$ cat src/rtl/bypass_pkg.sv
// Shared types for the operand bypass unit: stage indices, in-flight tag record, default widths.
package bypass_pkg;

    localparam int DEF_NUM_PIPES = 2;
    localparam int DEF_NUM_SRC   = 3;
    localparam int DEF_DATA_W    = 16;
    localparam int DEF_RADDR_W   = 3;
    localparam int DEF_SCNT_W    = 16;
    localparam int NUM_STAGES    = 3;

    typedef enum logic [1:0] {
        S2 = 2'd0,
        S3 = 2'd1,
        S4 = 2'd2
    } stage_e;

    // num width is the regfile address width used throughout the core
    typedef struct packed {
        logic                   valid;
        logic                   we;
        logic                   load;
        logic [DEF_RADDR_W-1:0] num;
    } tag_t;

    function automatic logic tag_match(input tag_t t, input logic [DEF_RADDR_W-1:0] n,
                                       input logic use_b);
        return t.valid & t.we & (t.num == n) & use_b;
    endfunction

endpackage

$ cat src/rtl/operand_bypass_unit_if.sv
// Stage-1 operand/result bus between the pipeline control and the bypass unit.
interface operand_bypass_unit_if #(
    parameter int NUM_PIPES = 2,
    parameter int NUM_SRC   = 3,
    parameter int DATA_W    = 16,
    parameter int RADDR_W   = 3,
    parameter int SCNT_W    = 16
);
    logic [NUM_PIPES-1:0]                 issue_i;
    logic [NUM_PIPES-1:0]                 dst_we_i;
    logic [NUM_PIPES*RADDR_W-1:0]         dst_num_i;
    logic [NUM_PIPES-1:0]                 is_load_i;
    logic [NUM_PIPES*NUM_SRC*RADDR_W-1:0] src_num_i;
    logic [NUM_PIPES*NUM_SRC-1:0]         src_use_i;
    logic [NUM_PIPES*NUM_SRC*DATA_W-1:0]  reg_data_i;
    logic [NUM_PIPES*DATA_W-1:0]          res2_i;
    logic [NUM_PIPES*DATA_W-1:0]          res3_i;
    logic [NUM_PIPES*DATA_W-1:0]          wb_i;
    logic                                 flush_i;
    logic [NUM_PIPES*NUM_SRC*DATA_W-1:0]  opnd_o;
    logic                                 stall_o;
    logic [SCNT_W-1:0]                    stall_cnt_o;

    modport master (
        output issue_i, dst_we_i, dst_num_i, is_load_i, src_num_i, src_use_i,
               reg_data_i, res2_i, res3_i, wb_i, flush_i,
        input  opnd_o, stall_o, stall_cnt_o
    );

    modport slave (
        input  issue_i, dst_we_i, dst_num_i, is_load_i, src_num_i, src_use_i,
               reg_data_i, res2_i, res3_i, wb_i, flush_i,
        output opnd_o, stall_o, stall_cnt_o
    );
endinterface

$ cat src/rtl/bypass_src_mux.sv
// Priority forwarding select for one stage-1 source operand, plus its load-use hazard flag.
module bypass_src_mux
    import bypass_pkg::*;
#(
    parameter int NUM_PIPES = DEF_NUM_PIPES,
    parameter int DATA_W    = DEF_DATA_W
) (
    input  tag_t [NUM_STAGES*NUM_PIPES-1:0] tags_i,
    input  logic [DEF_RADDR_W-1:0]          src_num_i,
    input  logic                            src_use_i,
    input  logic [DATA_W-1:0]               reg_data_i,
    input  logic [NUM_PIPES*DATA_W-1:0]     res2_i,
    input  logic [NUM_PIPES*DATA_W-1:0]     res3_i,
    input  logic [NUM_PIPES*DATA_W-1:0]     wb_i,
    output logic [DATA_W-1:0]               opnd_o,
    output logic                            hazard_o
);

    // Walk oldest stage / lowest pipe first so later matches override:
    // the newest stage and, within it, the highest pipe index end up winning.
    always_comb begin
        opnd_o   = reg_data_i;
        hazard_o = 1'b0;
        for (int s = NUM_STAGES - 1; s >= 0; s--) begin
            for (int p = 0; p < NUM_PIPES; p++) begin
                if (tag_match(tags_i[s*NUM_PIPES+p], src_num_i, src_use_i)) begin
                    hazard_o = (s == int'(S2)) && tags_i[s*NUM_PIPES+p].load;
                    if (s == int'(S2)) begin
                        opnd_o = res2_i[p*DATA_W +: DATA_W];
                    end else if (s == int'(S3)) begin
                        opnd_o = res3_i[p*DATA_W +: DATA_W];
                    end else begin
                        opnd_o = wb_i[p*DATA_W +: DATA_W];
                    end
                end
            end
        end
    end

endmodule

$ cat src/rtl/operand_bypass_unit.sv
// Operand forwarding and load-use interlock: in-flight tag pipe, per-source muxes, stall counter.
module operand_bypass_unit
    import bypass_pkg::*;
#(
    parameter int NUM_PIPES = DEF_NUM_PIPES,
    parameter int NUM_SRC   = DEF_NUM_SRC,
    parameter int DATA_W    = DEF_DATA_W,
    parameter int RADDR_W   = DEF_RADDR_W,
    parameter int SCNT_W    = DEF_SCNT_W
) (
    input  logic                 clk,
    input  logic                 rst,
    operand_bypass_unit_if.slave bus
);

    tag_t [NUM_STAGES*NUM_PIPES-1:0] tags_q, tags_d;
    logic [SCNT_W-1:0]               cnt_q, cnt_d;
    logic [NUM_PIPES*NUM_SRC-1:0]    hazard;
    logic [NUM_PIPES*NUM_SRC*DATA_W-1:0] opnd;
    logic                            stall;

    assign stall           = |hazard;
    assign bus.stall_o     = stall;
    assign bus.stall_cnt_o = cnt_q;
    assign bus.opnd_o      = opnd;

    // A stalled or flushed bundle leaves a bubble in stage 2; flush wins regardless of stall.
    always_comb begin
        tags_d = tags_q;
        for (int p = 0; p < NUM_PIPES; p++) begin
            tags_d[int'(S4)*NUM_PIPES+p] = tags_q[int'(S3)*NUM_PIPES+p];
            tags_d[int'(S3)*NUM_PIPES+p] = tags_q[int'(S2)*NUM_PIPES+p];
            tags_d[int'(S2)*NUM_PIPES+p].valid = bus.issue_i[p] & ~stall & ~bus.flush_i;
            tags_d[int'(S2)*NUM_PIPES+p].we    = bus.dst_we_i[p];
            tags_d[int'(S2)*NUM_PIPES+p].load  = bus.is_load_i[p];
            tags_d[int'(S2)*NUM_PIPES+p].num   = bus.dst_num_i[p*RADDR_W +: RADDR_W];
        end
        cnt_d = (stall && (cnt_q != '1)) ? cnt_q + SCNT_W'(1) : cnt_q;
    end

    always_ff @(posedge clk or negedge rst) begin
        if (!rst) begin
            tags_q <= '0;
            cnt_q  <= '0;
        end else begin
            tags_q <= tags_d;
            cnt_q  <= cnt_d;
        end
    end

    for (genvar p = 0; p < NUM_PIPES; p++) begin : g_pipe
        for (genvar s = 0; s < NUM_SRC; s++) begin : g_src
            localparam int IDX = p*NUM_SRC + s;
            bypass_src_mux #(
                .NUM_PIPES (NUM_PIPES),
                .DATA_W    (DATA_W)
            ) u_mux (
                .tags_i     (tags_q),
                .src_num_i  (bus.src_num_i[IDX*RADDR_W +: RADDR_W]),
                .src_use_i  (bus.src_use_i[IDX]),
                .reg_data_i (bus.reg_data_i[IDX*DATA_W +: DATA_W]),
                .res2_i     (bus.res2_i),
                .res3_i     (bus.res3_i),
                .wb_i       (bus.wb_i),
                .opnd_o     (opnd[IDX*DATA_W +: DATA_W]),
                .hazard_o   (hazard[IDX])
            );
        end
    end

endmodule
$ cat src/flat_wrapper.sv
// flat-port wrapper written by rule: the top's interface ports become plain ports
module operand_bypass_unit_flat import bypass_pkg::*;
#(
    parameter int NUM_PIPES = DEF_NUM_PIPES,
    parameter int NUM_SRC   = DEF_NUM_SRC,
    parameter int DATA_W    = DEF_DATA_W,
    parameter int RADDR_W   = DEF_RADDR_W,
    parameter int SCNT_W    = DEF_SCNT_W
)
  (clk, rst, bus_issue_i, bus_dst_we_i, bus_dst_num_i, bus_is_load_i, bus_src_num_i, bus_src_use_i, bus_reg_data_i, bus_res2_i, bus_res3_i, bus_wb_i, bus_flush_i, bus_opnd_o, bus_stall_o, bus_stall_cnt_o);
  operand_bypass_unit_if #(.NUM_PIPES(NUM_PIPES), .NUM_SRC(NUM_SRC), .DATA_W(DATA_W), .RADDR_W(RADDR_W), .SCNT_W(SCNT_W)) bus_i ();
  input  logic clk;
  input  logic rst;
  input wire logic [$bits(bus_i.issue_i)-1:0] bus_issue_i;
  input wire logic [$bits(bus_i.dst_we_i)-1:0] bus_dst_we_i;
  input wire logic [$bits(bus_i.dst_num_i)-1:0] bus_dst_num_i;
  input wire logic [$bits(bus_i.is_load_i)-1:0] bus_is_load_i;
  input wire logic [$bits(bus_i.src_num_i)-1:0] bus_src_num_i;
  input wire logic [$bits(bus_i.src_use_i)-1:0] bus_src_use_i;
  input wire logic [$bits(bus_i.reg_data_i)-1:0] bus_reg_data_i;
  input wire logic [$bits(bus_i.res2_i)-1:0] bus_res2_i;
  input wire logic [$bits(bus_i.res3_i)-1:0] bus_res3_i;
  input wire logic [$bits(bus_i.wb_i)-1:0] bus_wb_i;
  input wire logic [$bits(bus_i.flush_i)-1:0] bus_flush_i;
  output wire logic [$bits(bus_i.opnd_o)-1:0] bus_opnd_o;
  output wire logic [$bits(bus_i.stall_o)-1:0] bus_stall_o;
  output wire logic [$bits(bus_i.stall_cnt_o)-1:0] bus_stall_cnt_o;
  assign bus_i.issue_i = bus_issue_i;
  assign bus_i.dst_we_i = bus_dst_we_i;
  assign bus_i.dst_num_i = bus_dst_num_i;
  assign bus_i.is_load_i = bus_is_load_i;
  assign bus_i.src_num_i = bus_src_num_i;
  assign bus_i.src_use_i = bus_src_use_i;
  assign bus_i.reg_data_i = bus_reg_data_i;
  assign bus_i.res2_i = bus_res2_i;
  assign bus_i.res3_i = bus_res3_i;
  assign bus_i.wb_i = bus_wb_i;
  assign bus_i.flush_i = bus_flush_i;
  assign bus_opnd_o = bus_i.opnd_o;
  assign bus_stall_o = bus_i.stall_o;
  assign bus_stall_cnt_o = bus_i.stall_cnt_o;
  operand_bypass_unit #(.NUM_PIPES(NUM_PIPES), .NUM_SRC(NUM_SRC), .DATA_W(DATA_W), .RADDR_W(RADDR_W), .SCNT_W(SCNT_W)) u_core (.clk(clk), .rst(rst), .bus(bus_i));
endmodule
$ cat config.mk
export PLATFORM = sky130hd
export DESIGN_NAME = operand_bypass_unit_flat
export DESIGN_NICKNAME = d
export VERILOG_FILES = /design/src/rtl/bypass_pkg.sv /design/src/rtl/operand_bypass_unit_if.sv /design/src/rtl/bypass_src_mux.sv /design/src/rtl/operand_bypass_unit.sv /design/src/flat_wrapper.sv
export SDC_FILE = /design/constraint.sdc
export NUM_CORES = 1
export LEC_CHECK = 0
export ABC_AREA = 1
export CAP_MARGIN = 20
export CORE_ASPECT_RATIO = 2
export CORE_UTILIZATION = 50
export CTS_BUF_LIST = sky130_fd_sc_hd__clkbuf_8
export CTS_CLUSTER_DIAMETER = 200
export DETAILED_ROUTE_END_ITERATION = 8
export HOLD_SLACK_MARGIN = 0.1
export PLACE_DENSITY = 0.84
export SYNTH_ARGS = -nofsm -noshare
export SYNTH_HDL_FRONTEND = slang
export SYNTH_SLANG_ARGS = --single-unit
$ cat constraint.sdc
create_clock -name clk -period 2.65 [get_ports clk]
set_input_delay 0.265 -clock clk [delete_from_list [all_inputs] [get_ports clk]]
set_output_delay 0.265 -clock clk [all_outputs]
set_load 0.02 [all_outputs]
==> results, run 1 <==
- The run stopped with a tool error.
- The flow halted during global routing.
- The tool reported: "[ERROR GRT-0116] Global routing finished with congestion. Check the congestion regions in the DRC Viewer".
- The cell total after placement is around 3100.
- The netlist uses 29 different library cells.
- In this run the clock root is driven by a sky130_fd_sc_hd__clkbuf_8.
- The total of buffers placed on input and output ports is between 300 and 400.
- In this run, synthesis produced a sequential element count of 48.
- The post-synth net total is around 2700.
- Routability-driven placement finished with a final weighted congestion of 1.06.
- The buffer levels on the longest clock path is 2.
- The instance count of the mapped netlist is 2459.
- For this run, asynchronously set or reset flops after synthesis account for 1.00.
- The dominant synthesized flop cell is sky130_fd_sc_hd__dfrtp_1.
- The global-route wire length before repair is between 100000 and 150000 um.
- Of the synthesized area, sequential elements account for 0.100.
- The TritonCTS sink count is between 40 and 50.
- The horizontal die dimension is 111 um.
- In this run, CTS created clock tree buffers numbering 5.
- The initialized floorplan defines just under 80 standard-cell rows.
- The number of global-route vias before repair came to 19600.
- The proportion of netlist area held by the largest area contributor is 0.279.
- The Yosys warning count is 0.
- The estimated wirelength of the detail-placed design is around 52000 um.
- The initial utilization of the core area, before any placement, comes to 0.512.
- The total standard cell area after synthesis is around 0.012 mm^2.
- The pin count of the biggest net entering global routing is 49.
- Ranked by total cell area, the synthesized netlist is headed by sky130_fd_sc_hd__nand2_1, sky130_fd_sc_hd__inv_1, sky130_fd_sc_hd__nand3_1.
- The number of flops mapped to enable cells by yosys is 0.
- After global routing the overflow that remains totals 55.
- The number of top-level pins is ~340.
- The post-synthesis average cell area is 4.87 um^2.
- The aggregate global-route resource usage is 0.625.
- The vertical die dimension is about 220 um.
- The cell type with the highest aggregate area in the netlist is sky130_fd_sc_hd__nand2_1.
- The CTS H-tree depth is 2.
[kinds of logic after synthesis]
family / count (synthesis) / share of synthesized area
adder cells (fa/ha/maj): 1 / 0.00104
XOR/XNOR: 88 / 0.0643
buffers and inverters: 691 / 0.232
AO/OA/AOI/OAI: 285 / 0.120
AND/OR/NAND/NOR: 1346 / 0.482
flip-flops: 48 / 0.100
[cell usage after synthesis (5+ instances only)]
master	n
sky130_fd_sc_hd__xor2_1	48
sky130_fd_sc_hd__buf_2	54
sky130_fd_sc_hd__inv_2	17
sky130_fd_sc_hd__buf_4	18
sky130_fd_sc_hd__nor3_1	12
sky130_fd_sc_hd__buf_6	5
sky130_fd_sc_hd__nor2_2	13
sky130_fd_sc_hd__nand2_2	29
sky130_fd_sc_hd__nand2_1	892
sky130_fd_sc_hd__nor2_1	33
sky130_fd_sc_hd__xnor2_1	40
sky130_fd_sc_hd__clkbuf_1	61
sky130_fd_sc_hd__o21ai_0	275
sky130_fd_sc_hd__inv_1	535
sky130_fd_sc_hd__nor3_4	10
sky130_fd_sc_hd__nand3_1	348
sky130_fd_sc_hd__dfrtp_1	48
[per-layer routing]
metal	global-route usage	GRT overflow
met5	0	0
met3	0.301	0
met1	0.584	0
met2	0.927	33
met4	0.727	22
[timing repair]
item                       CTS
pin swaps                   32
setup endpoints to repair   97
resized for setup          548
hold buffers                 0
cloned                       9
buffers inserted            30
[stage by stage]
step                hold slack (ns)  cell area [um^2]  worst slack (ns)  setup TNS [ns]
CTS                           0.177             17500           -0.0859          -0.336
detailed placement            0.370             16800            -0.525          -40.51
global placement              0.356             16800            -0.522          -38.93
floorplan                   -0.0306             12000             0.722               0
==> run 2, diff against run 1 <==
CORE_ASPECT_RATIO = not set   (was 2)
CORE_UTILIZATION = 35   (was 50)
CTS_BUF_LIST = not set   (was sky130_fd_sc_hd__clkbuf_8)
CTS_CLUSTER_DIAMETER = not set   (was 200)
HOLD_SLACK_MARGIN = not set   (was 0.1)
PLACE_DENSITY = not set   (was 0.84)
PLACE_DENSITY_LB_ADDON = 0.15   (was not set)
==> run 2 against run 1 <==
The flow now finishes, with violations (setup timing). Synthesized cell count unchanged. Synthesized area stayed put.
==> results, run 2 <==
- The net total in the final layout is approximately 3100.
- The total non-filler cell area in the finished layout is 0.0180 mm^2.
- Summing all flip-flop and latch instances after layout gives roughly 0.0012 mm^2.
- For this run, the detailed router's first-pass iteration total came to 7.
- The floorplan has 67 rows.
- The actual transition at the worst max-transition pin is around 0.9 ns.
- After detailed routing, the number of vias per cell comes to around 5.2.
- The checks that failed: setup timing.
- Synthesis produced a netlist with a net count of about 2700.
- For this block, the initial DRC count from the detailed router was about 1600.
- The post-route non-filler standard cell count is 3319.
- Measured along the x axis, the die boundary spans between 150 and 200 um.
- The total standard cell area after synthesis is between 0.01 and 0.015 mm^2.
- The number of max-slew violations in the final report is 0.
- After layout, the worst setup slack is -0.0665 ns.
- The commonest cells after synthesis are sky130_fd_sc_hd__nand2_1, sky130_fd_sc_hd__inv_1, sky130_fd_sc_hd__nand3_1.
- Setup violations remaining at the end of the flow were counted as 3.
- The final total negative setup slack is -0.121 ns.
- From synthesis to final layout, the design area changed by 49.9%.
- The most common library cell in the layout ignoring fill and taps is sky130_fd_sc_hd__nand2_1.
- Counting the fill cells in the layout gives about 3600.
- The share of synthesized area in the top cell type comes to 0.279.
- Timing would allow up to approximately 370 MHz.
- TritonCTS built the clock tree.
- The largest fanout on the critical path is 8.
- The routed design could run at a clock period as short as 2.72 ns.
- In the routed design, unresolved DRC markers number 0.
- The path category of the worst min-delay check is input pin to async pin.
- Setup repair after global routing could not meet its margin everywhere.
- Across the VDD grid, the largest voltage drop is approximately 0.49 mV.
- Clock skew on the completed layout was measured at between 0.005 and 0.006 ns.
- The total of buffers placed on input and output ports is between 300 and 400.
- For this run, the number of Yosys warnings is 0.
- For this design the top-level I/O count stands at between 300 and 400.
- The worst stage delay on the critical path is about 0.40 ns.
- The worst-path cell with the longest stage delay is sky130_fd_sc_hd__clkdlybuf4s50_1.
- The tool flagged a number of max-cap violations equal to 0.
- The number of distinct standard cells referenced by the synthesized netlist is 29.
- The number of global-route vias before repair is 16300.
- The initial antenna violation count is 4.
- The count of final hold-check violations was 0.
- After technology mapping, the gate count stands at approximately 2500.
- The share of synthesized flip-flops with an asynchronous set or reset is 1.00.
- Buffers inserted during clock tree synthesis total 5.
- The total core area is 0.0336 mm^2.
- The clock passes through at most 2 buffers.
- The number of nets with antenna violations after routing is 0.
- The root buffer cell chosen for the clock tree is sky130_fd_sc_hd__clkbuf_16.
- The dominant synthesized flop cell is sky130_fd_sc_hd__dfrtp_1.
- After clock tree synthesis, the flow added hold-fix buffers numbering 0.
- The cell total after placement is 3253.
- On the final layout, the worst hold slack is 0.0842 ns.
- The die covers 0.0350 mm^2.
- In the post-synthesis netlist, the biggest area contributors are sky130_fd_sc_hd__nand2_1, sky130_fd_sc_hd__inv_1, sky130_fd_sc_hd__nand3_1.
- The TritonCTS sink count is 48.
- Summed over all cells, the static leakage comes to 0.00955 uW.
- Walking the worst path, the cells encountered are clkdlybuf4s50_1 -> buf_4 -> xor2_1 -> nor3_4 -> buf_4 -> buf_6 -> nand3_1 -> nand3_1 -> nand2_1 -> nand2_1 -> nand2_1 -> nand2_1 -> nand2_1 -> clkdlybuf4s15_2.
- Entering global routing, the biggest net connects 38 pins.
- For this run, the register share of the synthesized area comes to 0.100.
- Measured along the y axis, the die boundary spans 187 um.
- The remaining max-slew budget at the tightest pin is 0.394.
- The global-route wire length before repair is roughly 95000 um.
- At the end of routability-driven placement, the weighted congestion stood at approximately 0.94.
- The average instance in the mapped netlist occupies just under 5 um^2.
- The estimated wirelength of the detail-placed design is 49000 um.
- Summing internal, switching and leakage power gives roughly 4000 uW.
- The final clock period utilization by the worst path is 1.03.
- The vias after detailed routing is 17100.
- Global routing finished with a remaining overflow of 0.
- The effective utilization at floorplan is 0.357.
- The number of flip-flops under the largest register name is 22.
- STA classifies the critical path endpoint as an output port.
- The fraction of final layout cells with drive strength greater than 1 is 0.174.
- The arrival time of the worst setup path is between 2 and 2.5 ns.
- The post-place instance area is roughly 0.017 mm^2.
- The cell occurring most often along the worst timing path is sky130_fd_sc_hd__nand2_1.
- The clock-pin slew on the worst setup and hold paths is 0.07 ns.
- The run finished, with violations left.
- STA classifies the critical path startpoint as an input pin.
- The top cell types in the final layout, fill and taps aside, are sky130_fd_sc_hd__nand2_1, sky130_fd_sc_hd__inv_1, sky130_fd_sc_hd__nand3_1.
- The synthesized design spends more area on one cell type than any other, namely sky130_fd_sc_hd__nand2_1.
- The class of the most critical setup path is input pin to output port.
- For this block, the routed nets add up to ~65000 um of wire.
- The total of flip-flops plus latches after synthesis is 48.
- STA puts the critical path data required time at roughly 2.4 ns.
- Dividing total power by cell area gives a power density of 226 mW/mm^2.
- The average wire per cell in the routed design is 19.6 um.
- Summing all multi-input logic gate instances after layout gives 0.00852 mm^2.
- Among all cell types in the netlist, the one instantiated most often is sky130_fd_sc_hd__nand2_1.
- The aggregate global-route resource usage is 0.354.
- Yosys mapped a number of flops with a built-in enable equal to 0.
- The CTS H-tree depth is 2.
- The clock latency at the later pin of the worst-skew pair is 0.30 ns.
==> run 2: cell counts after synthesis <==
No cell type changed its count.
==> run 2: logic make-up (layout without fill, tap and decap cells) <==
logic type	after synthesis	after routing	share of synthesized area
xor gates and xnor gates	88	88	0.0643
other	0	1	0
AOI/OAI and AO/OA	285	285	0.120
DFF	48	48	0.100
buffers and inverters	691	1099	0.232
and+or+nand+nor	1346	1349	0.482
adders and majority gates	1	1	0.00104
==> run 2: area by class of cell <==
class / count / area share
Antenna cell: 1 / 0.000139
Clock buffer: 5 / 0.00697
Clock inverter: 2 / 0.00334
Inverter: 552 / 0.116
Multi-Input combinational cell: 1723 / 0.475
Sequential cell: 48 / 0.0674
Tap cell: 448 / 0.0312
Timing Repair Buffer: 540 / 0.301
==> run 2: final timing paths <==
kind,from,to,slack [ns],cells after the start
max,bus_src_num_i[11],bus_opnd_o[50],-0.07,14
min,rst,u_core.bus.stall_cnt_o[4],0.08,1
max reg2reg,u_core.tags_d[18],u_core.bus.stall_cnt_o[2],0.40,15
min reg2reg,u_core.tags_d[35],u_core.tags_q[35],0.38,0
max in group asynchronous,rst,u_core.tags_q[32],1.90,2
min in group clk,u_core.tags_d[35],u_core.tags_q[35],0.38,0
==> run 2: layer usage <==
| layer | global-route usage | wire (um) | up-vias |
|---|---|---|---|
| met2 | 0.625 | 31200 | 884 |
| met1 | 0.392 | 23900 | 7806 |
| li1 | - | - | 8198 |
| met3 | 0.0402 | 4730 | 241 |
| met5 | 0 | 42 | - |
| met4 | 0.262 | 5310 | 6 |
==> run 2: repair_timing <==
action,CTS,global route
setup endpoints to repair,97,97
pin swaps,10,37
setup buffers,15,33
gates resized for setup,397,206
gates cloned,4,7
hold endpoints to repair,0,0
==> run 2: stage by stage <==
stage | setup WS (ns) | utilization
floorplan | 0.722 | -
global placement | -0.549 | 0.502
detailed placement | -0.531 | 0.502
CTS | -0.0840 | 0.515
global route | -0.133 | 0.534
finish | -0.0665 | 0.534
==> run 2: critical path, delay by kind of cell <==
family | cells | cell delay (ns)
and+or+nand+nor | 8 | 0.86
buffers and inverters | 5 | 1.16
xor gates and xnor gates | 1 | 0.17
==> run 2: where the power goes <==
part / internal (uW) / switching [uW] / total [uW]
combinational: 980 / 1390 / 2370
sequential: 782 / 75.2 / 857
clock: 536 / 290 / 826
total: 2300 / 1760 / 4060
(Power assumes the default switching activity.)
